**config.mk**
```make
export PLATFORM = sky130hd
export DESIGN_NAME = output_requantizer
export DESIGN_NICKNAME = d
export VERILOG_FILES = /design/src/rtl/output_requantizer.sv
export SDC_FILE = /design/constraint.sdc
export NUM_CORES = 1
export LEC_CHECK = 0
export CAP_MARGIN = 30
export CELL_PAD_IN_SITES_DETAIL_PLACEMENT = 1
export CELL_PAD_IN_SITES_GLOBAL_PLACEMENT = 2
export CORE_ASPECT_RATIO = 0.5
export CORE_MARGIN = 10
export CORE_UTILIZATION = 39
export DETAILED_ROUTE_END_ITERATION = 12
export PLACE_DENSITY = 0.77
export SLEW_MARGIN = 20
export SYNTH_ARGS = -nofsm -noshare
export SYNTH_HDL_FRONTEND = slang
export SYNTH_SLANG_ARGS = --single-unit
```
**constraint.sdc**
```tcl
create_clock -name clk -period 2.7 [get_ports clk]
set_clock_uncertainty 0.1 [all_clocks]
set_input_delay 0.405 -clock clk [delete_from_list [all_inputs] [get_ports clk]]
set_output_delay 0.405 -clock clk [all_outputs]
set_load 0.01 [all_outputs]
```
**src/rtl/output_requantizer.sv**
```systemverilog
`default_nettype none
// ============================================================================
// Module   : output_requantizer
// Purpose  : Requantizes 32-bit MAC results to 16-bit outputs. Applies a
//            rounding arithmetic right shift and saturation, with optional
//            ReLU. Results pass through a compute register and a small FIFO
//            onto a valid/ready stream. The upstream side uses credit-based
//            backpressure.
// Options  : OUTPUT_RELU_EN - when defined, negative results clamp to zero
// Revision : 1.0 - initial release
// ============================================================================
module output_requantizer #(
    parameter int ACCUMULATION_WIDTH = 32,
    parameter int IO_DATA_WIDTH      = 16,
    parameter int FIFO_DEPTH         = 4,
    parameter int FEATURE_MAP_WIDTH  = 1024,
    parameter int FEATURE_MAP_HEIGHT = 1024,
    parameter int OUTPUT_NB_CHANNELS = 64,
    localparam int X_W  = $clog2(FEATURE_MAP_WIDTH),
    localparam int Y_W  = $clog2(FEATURE_MAP_HEIGHT),
    localparam int CH_W = $clog2(OUTPUT_NB_CHANNELS)
) (
    input  logic                          clk,
    input  logic                          arst_in,
    input  logic                          clear,
    input  logic [4:0]                    shift,
    input  logic                          in_valid,
    output logic                          in_ready,
    input  logic [ACCUMULATION_WIDTH-1:0] in_data,
    input  logic [X_W-1:0]                in_x,
    input  logic [Y_W-1:0]                in_y,
    input  logic [CH_W-1:0]               in_ch,
    output logic                          out_valid,
    input  logic                          out_ready,
    output logic [IO_DATA_WIDTH-1:0]      out_data,
    output logic [X_W-1:0]                out_x,
    output logic [Y_W-1:0]                out_y,
    output logic [CH_W-1:0]               out_ch,
    output logic                          sat_flag,
    output logic                          overflow_err
);

    localparam int PTR_W   = $clog2(FIFO_DEPTH);
    localparam int CNT_W   = PTR_W + 1;
    localparam int EXT_W   = ACCUMULATION_WIDTH + 1;
    localparam int ENTRY_W = IO_DATA_WIDTH + X_W + Y_W + CH_W;

    // Saturation bounds expressed in the widened arithmetic domain
    localparam logic signed [EXT_W-1:0] C_SAT_MAX =
        {{(EXT_W-IO_DATA_WIDTH+1){1'b0}}, {(IO_DATA_WIDTH-1){1'b1}}};
    localparam logic signed [EXT_W-1:0] C_SAT_MIN =
        {{(EXT_W-IO_DATA_WIDTH+1){1'b1}}, {(IO_DATA_WIDTH-1){1'b0}}};
    localparam logic [IO_DATA_WIDTH-1:0] C_OUT_MAX = {1'b0, {(IO_DATA_WIDTH-1){1'b1}}};
    localparam logic [IO_DATA_WIDTH-1:0] C_OUT_MIN = {1'b1, {(IO_DATA_WIDTH-1){1'b0}}};
    localparam logic [CNT_W:0]           C_DEPTH   = FIFO_DEPTH[CNT_W:0];

    // Arithmetic path
    logic signed [EXT_W-1:0]    w_ext;
    logic signed [EXT_W-1:0]    w_rc;
    logic signed [EXT_W-1:0]    w_sum;
    logic signed [EXT_W-1:0]    w_shr;
    logic [IO_DATA_WIDTH-1:0]   w_sat_val;
    logic [IO_DATA_WIDTH-1:0]   w_res;
    logic                       w_is_sat;

    // Stage 1 compute register
    logic                       r_s1_valid;
    logic [IO_DATA_WIDTH-1:0]   r_s1_data;
    logic [X_W-1:0]             r_s1_x;
    logic [Y_W-1:0]             r_s1_y;
    logic [CH_W-1:0]            r_s1_ch;

    // FIFO state
    logic [ENTRY_W-1:0]         r_mem [FIFO_DEPTH];
    logic [PTR_W-1:0]           r_wr_ptr;
    logic [PTR_W-1:0]           r_rd_ptr;
    logic [CNT_W-1:0]           r_count;
    logic [ENTRY_W-1:0]         w_head;

    // Handshake
    logic [CNT_W:0]             w_occ;
    logic                       w_accept;
    logic                       w_push;
    logic                       w_pop;
    logic                       w_not_empty;

    // Sticky flags
    logic                       r_sat_flag;
    logic                       r_overflow;

    // Rounding shift in one extra bit so the rounding constant cannot wrap,
    // then saturation to the output range and optional ReLU clamp.
    always_comb begin
        w_ext     = {in_data[ACCUMULATION_WIDTH-1], in_data};
        w_rc      = (shift == 5'd0) ? '0 : (EXT_W'(1) << (shift - 5'd1));
        w_sum     = w_ext + w_rc;
        w_shr     = w_sum >>> shift;
        w_is_sat  = 1'b0;
        w_sat_val = w_shr[IO_DATA_WIDTH-1:0];
        if (w_shr > C_SAT_MAX) begin
            w_sat_val = C_OUT_MAX;
            w_is_sat  = 1'b1;
        end else if (w_shr < C_SAT_MIN) begin
            w_sat_val = C_OUT_MIN;
            w_is_sat  = 1'b1;
        end
`ifdef OUTPUT_RELU_EN
        w_res = w_sat_val[IO_DATA_WIDTH-1] ? '0 : w_sat_val;
`else
        w_res = w_sat_val;
`endif
    end

    // Credit-based readiness from registered state only; S1 always has a
    // reserved FIFO slot, so its write never needs a space check.
    always_comb begin
        w_occ       = {1'b0, r_count} + {{CNT_W{1'b0}}, r_s1_valid};
        in_ready    = (w_occ < C_DEPTH);
        w_not_empty = (r_count != '0);
        w_accept    = in_valid && in_ready && !clear;
        w_push      = r_s1_valid && !clear;
        w_pop       = w_not_empty && out_ready && !clear;
    end

    // Stage 1 register: captures the requantized result on accept
    always_ff @(posedge clk or posedge arst_in) begin
        if (arst_in) begin
            r_s1_valid <= 1'b0;
            r_s1_data  <= '0;
            r_s1_x     <= '0;
            r_s1_y     <= '0;
            r_s1_ch    <= '0;
        end else if (clear) begin
            r_s1_valid <= 1'b0;
        end else begin
            r_s1_valid <= w_accept;
            if (w_accept) begin
                r_s1_data <= w_res;
                r_s1_x    <= in_x;
                r_s1_y    <= in_y;
                r_s1_ch   <= in_ch;
            end
        end
    end

    // FIFO storage: written from S1, contents qualified by the count
    always_ff @(posedge clk) begin
        if (w_push) begin
            r_mem[r_wr_ptr] <= {r_s1_data, r_s1_x, r_s1_y, r_s1_ch};
        end
    end

    // FIFO pointers and occupancy count
    always_ff @(posedge clk or posedge arst_in) begin
        if (arst_in) begin
            r_wr_ptr <= '0;
            r_rd_ptr <= '0;
            r_count  <= '0;
        end else if (clear) begin
            r_wr_ptr <= '0;
            r_rd_ptr <= '0;
            r_count  <= '0;
        end else begin
            if (w_push) begin
                r_wr_ptr <= r_wr_ptr + PTR_W'(1);
            end
            if (w_pop) begin
                r_rd_ptr <= r_rd_ptr + PTR_W'(1);
            end
            if (w_push && !w_pop) begin
                r_count <= r_count + CNT_W'(1);
            end else if (w_pop && !w_push) begin
                r_count <= r_count - CNT_W'(1);
            end
        end
    end

    // Sticky saturation and dropped-sample flags
    always_ff @(posedge clk or posedge arst_in) begin
        if (arst_in) begin
            r_sat_flag <= 1'b0;
            r_overflow <= 1'b0;
        end else if (clear) begin
            r_sat_flag <= 1'b0;
            r_overflow <= 1'b0;
        end else begin
            if (w_accept && w_is_sat) begin
                r_sat_flag <= 1'b1;
            end
            if (in_valid && !in_ready) begin
                r_overflow <= 1'b1;
            end
        end
    end

    // Output fields come from the FIFO head, forced to zero while empty so
    // that an asynchronous reset clears them without touching storage.
    always_comb begin
        w_head       = r_mem[r_rd_ptr];
        out_valid    = w_not_empty;
        out_data     = w_not_empty ? w_head[ENTRY_W-1 -: IO_DATA_WIDTH] : '0;
        out_x        = w_not_empty ? w_head[Y_W+CH_W +: X_W] : '0;
        out_y        = w_not_empty ? w_head[CH_W +: Y_W] : '0;
        out_ch       = w_not_empty ? w_head[0 +: CH_W] : '0;
        sat_flag     = r_sat_flag;
        overflow_err = r_overflow;
    end

endmodule
`default_nettype wire

```
==> metrics.txt, run 1 <==
H-tree Lvls 1; max-cap viol count 0; Clock Tree Buf Depth 3; Inserted Diodes 0; post-route ant nets 0; violated checks setup timing; commonest non-fill, non-tap cell in the layout buf_4; post-synth top area cell edfxtp_1; synth unique cells 102; number of global-route vias before repair 13,444; GRT overflow 0; RSZ-0062 raised after global routing yes; synthesized area per cell 11.2 um2; Slew @ Worst Pin a little over 800 ps; WP data arrival 4930 ps; I/O pin count approximately 110; timing-limited maximum frequency 214 MHz; most frequent cells in the layout buf_4 (353), edfxtp_1 (168), nor2_1 (104); detailed placement HPWL around 36,000 um; Mapped Cells 1,192; crit path launch type input port; Final TNS setup -31,600 ps; metal3 WL between 1500 and 2000 um; Mapped Nets 1,298; Clock Latency Late Sink about 500 ps; min-delay worst type input port to async pin; Post-synth ARST share 23.6%; Initial Utilization 40.0%; largest net degree at the start of global routing 43; Slew headroom between 40% and 50%; Die Wd between 200 and 300 um; post-synthesis sequential area ratio approximately 48%; Core ar. approximately 33,000 um2; Worst Path Required between 2000 and 3000 ps; initial antenna violation count 0; Cell Rows 47; Yosys top cell area share 37.8%; layout cells sized above 1 48.7%; first-pass GRT wire length 78,200 um; top routing layer used met4; period utilisation layout 173%; WL final roughly 51,000 um; final setup margin -1960 ps; ys flop type edfxtp_1; ranking of synthesized cells by area edfxtp_1 (38%), dfrtp_1 (9.7%), mux4_2 (7.9%); Chip Height 151 um; clock buffer count from CTS 23; CP Class input port to flop; Residual DRC 0; Die ar. approximately 42,000 um2; CP Capture Type flop; Synth-to-Final Area Change 52.5%; flop-to-flop setup slack about 420 ps; Pre-antenna DRT Iters 5; clock-pin slew on the worst setup and hold paths approximately 60 ps; Via Count 12,163; mapped cell area around 13,000 um2; Final setup viols 17; CTS hold repair buffers 0; worst-path maximum fanout 8; FF+latch count, synth 220; Final min period 4660 ps; Root Driver clkbuf_16; drt wl/cell 23.9 um; met2 wire length 26,600 um; vias per cell 5.72; nets@finish 1,777; GRT Util Overall a little under a quarter; Place WS -3250 ps; PortBufs 113; CTS tree yes; PwrDens around 640 nW/um2; number of DRC markers in iteration 0 about 680; Metal-1 WL 20,800 um; gpl congestion 0.901; Warnings, synthesis 0; Max IR drop VDD 0.441 mV; P_leak 0.00785 uW; # clock sinks 220; Post-synth EDFFs 168; Hold Fails Final Rpt 0; Pins Over Slew Limit 0; run status complete, but fails checks
## cell type report
type / count / area (um2)
clock buffer: 35 / 651
clock inverter: 6 / 78.8
fill: 3422 / 13000
inverter: 23 / 111
multi-input combinational: 876 / 8120
sequential: 220 / 6350
tap: 441 / 552
timing repair buffer: 527 / 4500
## Yosys cell counts (all sizes together) (6+ instances only)
| library cell | count |
|---|---|
| inv | 21 |
| a31oi | 30 |
| nand2 | 98 |
| and2 | 12 |
| a221oi | 8 |
| clkbuf | 45 |
| o31ai | 6 |
| ha | 36 |
| o21a | 11 |
| nand4 | 13 |
| mux4 | 47 |
| a21o | 12 |
| o211ai | 12 |
| xor2 | 10 |
| or3 | 11 |
| o21ai | 55 |
| a21oi | 74 |
| xnor2 | 12 |
| edfxtp | 168 |
| dfrtp | 52 |
| nor2 | 134 |
| a2111oi | 11 |
| nor2b | 51 |
| mux2 | 32 |
| a211oi | 28 |
| mux2i | 24 |
| nor3 | 23 |
| nand3 | 25 |
| buf | 28 |
| nor4 | 7 |
| o22ai | 10 |
## sequential cells by signal (all words and copies together), names as in the netlist
register	cells
r_s1_y	10
r_wr_ptr	2
r_s1_valid	1
sat_flag	1
overflow_err	1
r_s1_x	10
r_count	3
r_s1_ch	6
r_rd_ptr	2
r_mem	168
r_s1_data	16
## path summary, 6_finish.rpt
kind,cells past startpoint,end,from
max,24,r_s1_data[9],shift[1]
max reg2reg,9,r_count[2],r_count[0]
min reg2reg,0,r_mem[3][22],r_s1_x[6]
min in group clk,0,r_mem[3][22],r_s1_x[6]
max in group asynchronous,3,r_s1_data[11],arst_in
min,2,r_s1_x[3],arst_in
## cells by family (layout without fill, tap and decap cells)
| family | count (synthesis) | in the layout | synth area share, % |
|---|---|---|---|
| AOI/OAI and AO/OA | 309 | 309 | 16.7 |
| xor gates and xnor gates | 22 | 22 | 1.50 |
| adders and majority gates | 38 | 38 | 3.67 |
| buffers and inverters | 96 | 591 | 3.14 |
| DFF | 220 | 220 | 47.5 |
| muxes | 103 | 103 | 12.4 |
| other | 1 | 1 | 0.0281 |
| and+or+nand+nor | 403 | 403 | 15.0 |
## power by group
part / total [uW] / switching (uW) / internal, uW
sequential: 4730 / 416 / 4310
combinational: 5170 / 2550 / 2620
clock: 3060 / 1210 / 1850
## routing by layer
| metal | vias up | track usage, % |
|---|---|---|
| li1 | 5547 | - |
| met5 | - | 0 |
| met3 | 98 | 2.27 |
| met1 | 6236 | 27.6 |
| met4 | 0 | 7.02 |
| met2 | 282 | 44.7 |
## critical path, stage by stage
cell and delay, ps:
buf_2 110, buf_8 140, inv_8 80, nand2_8 90
nor2_4 140, ha_4 150, inv_2 40, fa_2 370
nand2b_4 170, a21o_1 200, a2111oi_4 450, o21a_1 170
a311oi_2 40, buf_4 190, a221oi_4 380, mux2i_2 190
o22ai_2 240, nor3_2 90, buf_4 150, or3_4 390
nor4_4 280, or2_4 210, buf_12 140, a31oi_1 100
## metrics by stage
stage	instance area (um2)	cells	hold slack [ps]	util [%]	power, uW
2_1_floorplan	13800	1192	371	-	7050
3_3_place_gp	17500	1993	379	52.3	9110
3_5_place_dp	17500	1993	400	52.3	9330
4_1_cts	20200	2120	104	60.3	12900
5_1_grt	20400	2128	105	61.0	13600
6_report	20400	2128	104	61.0	13000
## what timing repair did
action / CTS / global route
gates cloned: 6 / 1
setup buffers: 83 / 14
gates resized for setup: 367 / 116
pin swaps: 107 / 55
setup endpoints to repair: 59 / 58
(Power assumes the default switching activity.)
==> run 2, diff against run 1 <==
CORE_ASPECT_RATIO = 1.1   (was 0.5)
CORE_UTILIZATION = 41   (was 39)
CTS_BUF_LIST = sky130_fd_sc_hd__clkbuf_4 sky130_fd_sc_hd__clkbuf_8   (was not set)
PLACE_DENSITY = 0.81   (was 0.77)
==> run 2 against run 1 <==
The flow still finishes with violations (setup timing). Clock power is 7.2% lower. Sequential share of layout area is 0.59 points lower. Setup slack better by 25 ps. First-iteration DRC count is 6.8% lower. Critical path type unchanged. Global-route usage is 1.5 points higher. Hold slack better by 42 ps. Largest power group unchanged. Total power is 0.50% higher.
==> metrics.txt, run 2 (synthesis results as in run 1) <==
R2R Path End r_count[2]; layout cells sized above 1 51.6%; slowest cell on the critical path or4_4; drt wl/cell 26.0 um; GRT Util Overall 24.9%; post-route ant nets 0; clock buffer count from CTS 28; commonest non-fill, non-tap cell in the layout buf_4; CP peak stage delay around 500 ps; first-pass GRT wire length roughly 78,000 um; most frequent cells in the layout buf_4 (348), edfxtp_1 (168), nor2_1 (97); vias per cell between 5 and 6; Hold Fails Final Rpt 0; Clock Tree Buf Depth 3; Initial Utilization 41.5%; PortBufs 113; initial antenna violation count 0; Pre-antenna DRT Iters 5; Max IR drop VDD approximately 0.42 mV; Die Wd between 150 and 200 um; detailed placement HPWL 35,900 um; total power 13,000 uW; H-tree Lvls 1; P_leak just under 0.008 uW; Residual DRC 0; Slew headroom 40.7%; nets@finish roughly 1,800; largest net degree at the start of global routing 59; Clock Latency Late Sink 530 ps; Synth-to-Final Area Change 55.4%; worst hold slack ~150 ps; Final setup viols 17; Via Count 12,519; largest registers r_mem (168), r_s1_data (16); Core ar. 32,200 um2; GRT overflow 0; # clock sinks 220; Root Driver clkbuf_8; Die ar. ~40,000 um2; cell family with most CP delay simple AND/OR/NAND/NOR gates; clock-pin slew on the worst setup and hold paths 80 ps; CTS hold repair buffers 0; Biggest register r_mem; CP most frequent cell buf_4; number of global-route vias before repair 13,107; Largest register FFs roughly 170; CTS tree yes; violated checks setup timing; WP data arrival 4930 ps; flop-to-flop setup slack 210 ps; gpl congestion 0.904; number of DRC markers in iteration 0 632; CP bufs+invs 7; Chip Height 209 um; CP Capture Type flop; min-delay worst type input port to async pin; CP Class input port to flop; PwrDens about 630 nW/um2; I/O pin count 114; Worst Path Required 2990 ps; max-cap viol count 0; crit path launch type input port; Cell Rows slightly below 70; Slew @ Worst Pin 867 ps; WL final 55,200 um; Final min period 4640 ps; Place WS -3260 ps; run status complete, but fails checks; period utilisation layout 172%; timing-limited maximum frequency 216 MHz; R2R depth 10; crit-path cells buf_4 > clkinvlp_4 > buf_6 > nor2_4 > nand2_4 > nor2_2 > ha_4 > a21oi_4 > o211ai_1 > a221o_1 > buf_4 > buf_4 > a21o_1 > a211oi_2 > o221ai_2 > buf_4 > nor3_4 > nor2_1 > or4_4 > nor4_4 > or2_4 > buf_12 > a31oi_2; RSZ-0062 raised after global routing yes; FF-to-FF Start r_count[0]; Pins Over Slew Limit 0; worst-path maximum fanout 8; final setup margin -1940 ps
run 2: cell types whose count changed in the layout (fill, tap and decap cells not counted), sizes merged, moves of 2 or more:
| cell | delta |
|---|---|
| buf | +12 |
| clkbuf | -9 |
| dlygate4sd2 | -4 |
| clkinv | +3 |
| bufinv | +2 |
| clkdlybuf4s15 | -2 |
run 2: where the power goes:
group          total (uW)  internal, uW  switching, uW
sequential           4800          4310            491
clock                2840          1570           1270
combinational        5380          2710           2670
run 2: what timing repair did:
item,CTS,global route
resized for setup,317,257
hold endpoints to repair,0,0
buffers inserted,48,61
endpoints found under the setup margin,59,58
pin swaps,69,130
gates cloned,6,0
run 2: worst max-delay path by stage:
stage | endpoint | depth (start not counted) | from | slack [ps]
after floorplan | r_s1_data[10] | 22 | shift[2] | -1770
after global placement | r_s1_data[3] | 24 | shift[3] | -3080
after detailed placement | r_s1_data[13] | 21 | shift[3] | -3260
after CTS | r_s1_data[9] | 23 | shift[3] | -1790
after global routing | r_s1_data[4] | 25 | shift[2] | -2040
final | r_s1_data[9] | 23 | shift[2] | -1940
run 2: cell type report:
type / instances / area (um2)
timing repair buffer: 521 / 4560
clock inverter: 13 / 165
tap: 426 / 533
multi-input combinational: 876 / 8530
inverter: 23 / 113
sequential: 220 / 6350
clock buffer: 39 / 493
fill: 3248 / 11500
antenna: 1 / 2.50
run 2: per-stage QoR:
step	TNS [ps]	cell area (um2)	instances	utilization, %
floorplan	-28590	13800	1192	-
global placement	-50820	17400	1959	54.1
detailed placement	-53060	17400	1959	54.1
CTS	-28840	19200	2065	59.8
global route	-32410	20700	2118	64.4
finish	-30720	20800	2119	64.4
run 2: routing by layer:
metal	GRT usage, %	routed length [um]	up-vias
met2	47.5	30200	443
met4	11.3	3090	0
li1	-	-	5536
met5	0	0	-
met1	27.3	20000	6381
met3	1.99	1920	159
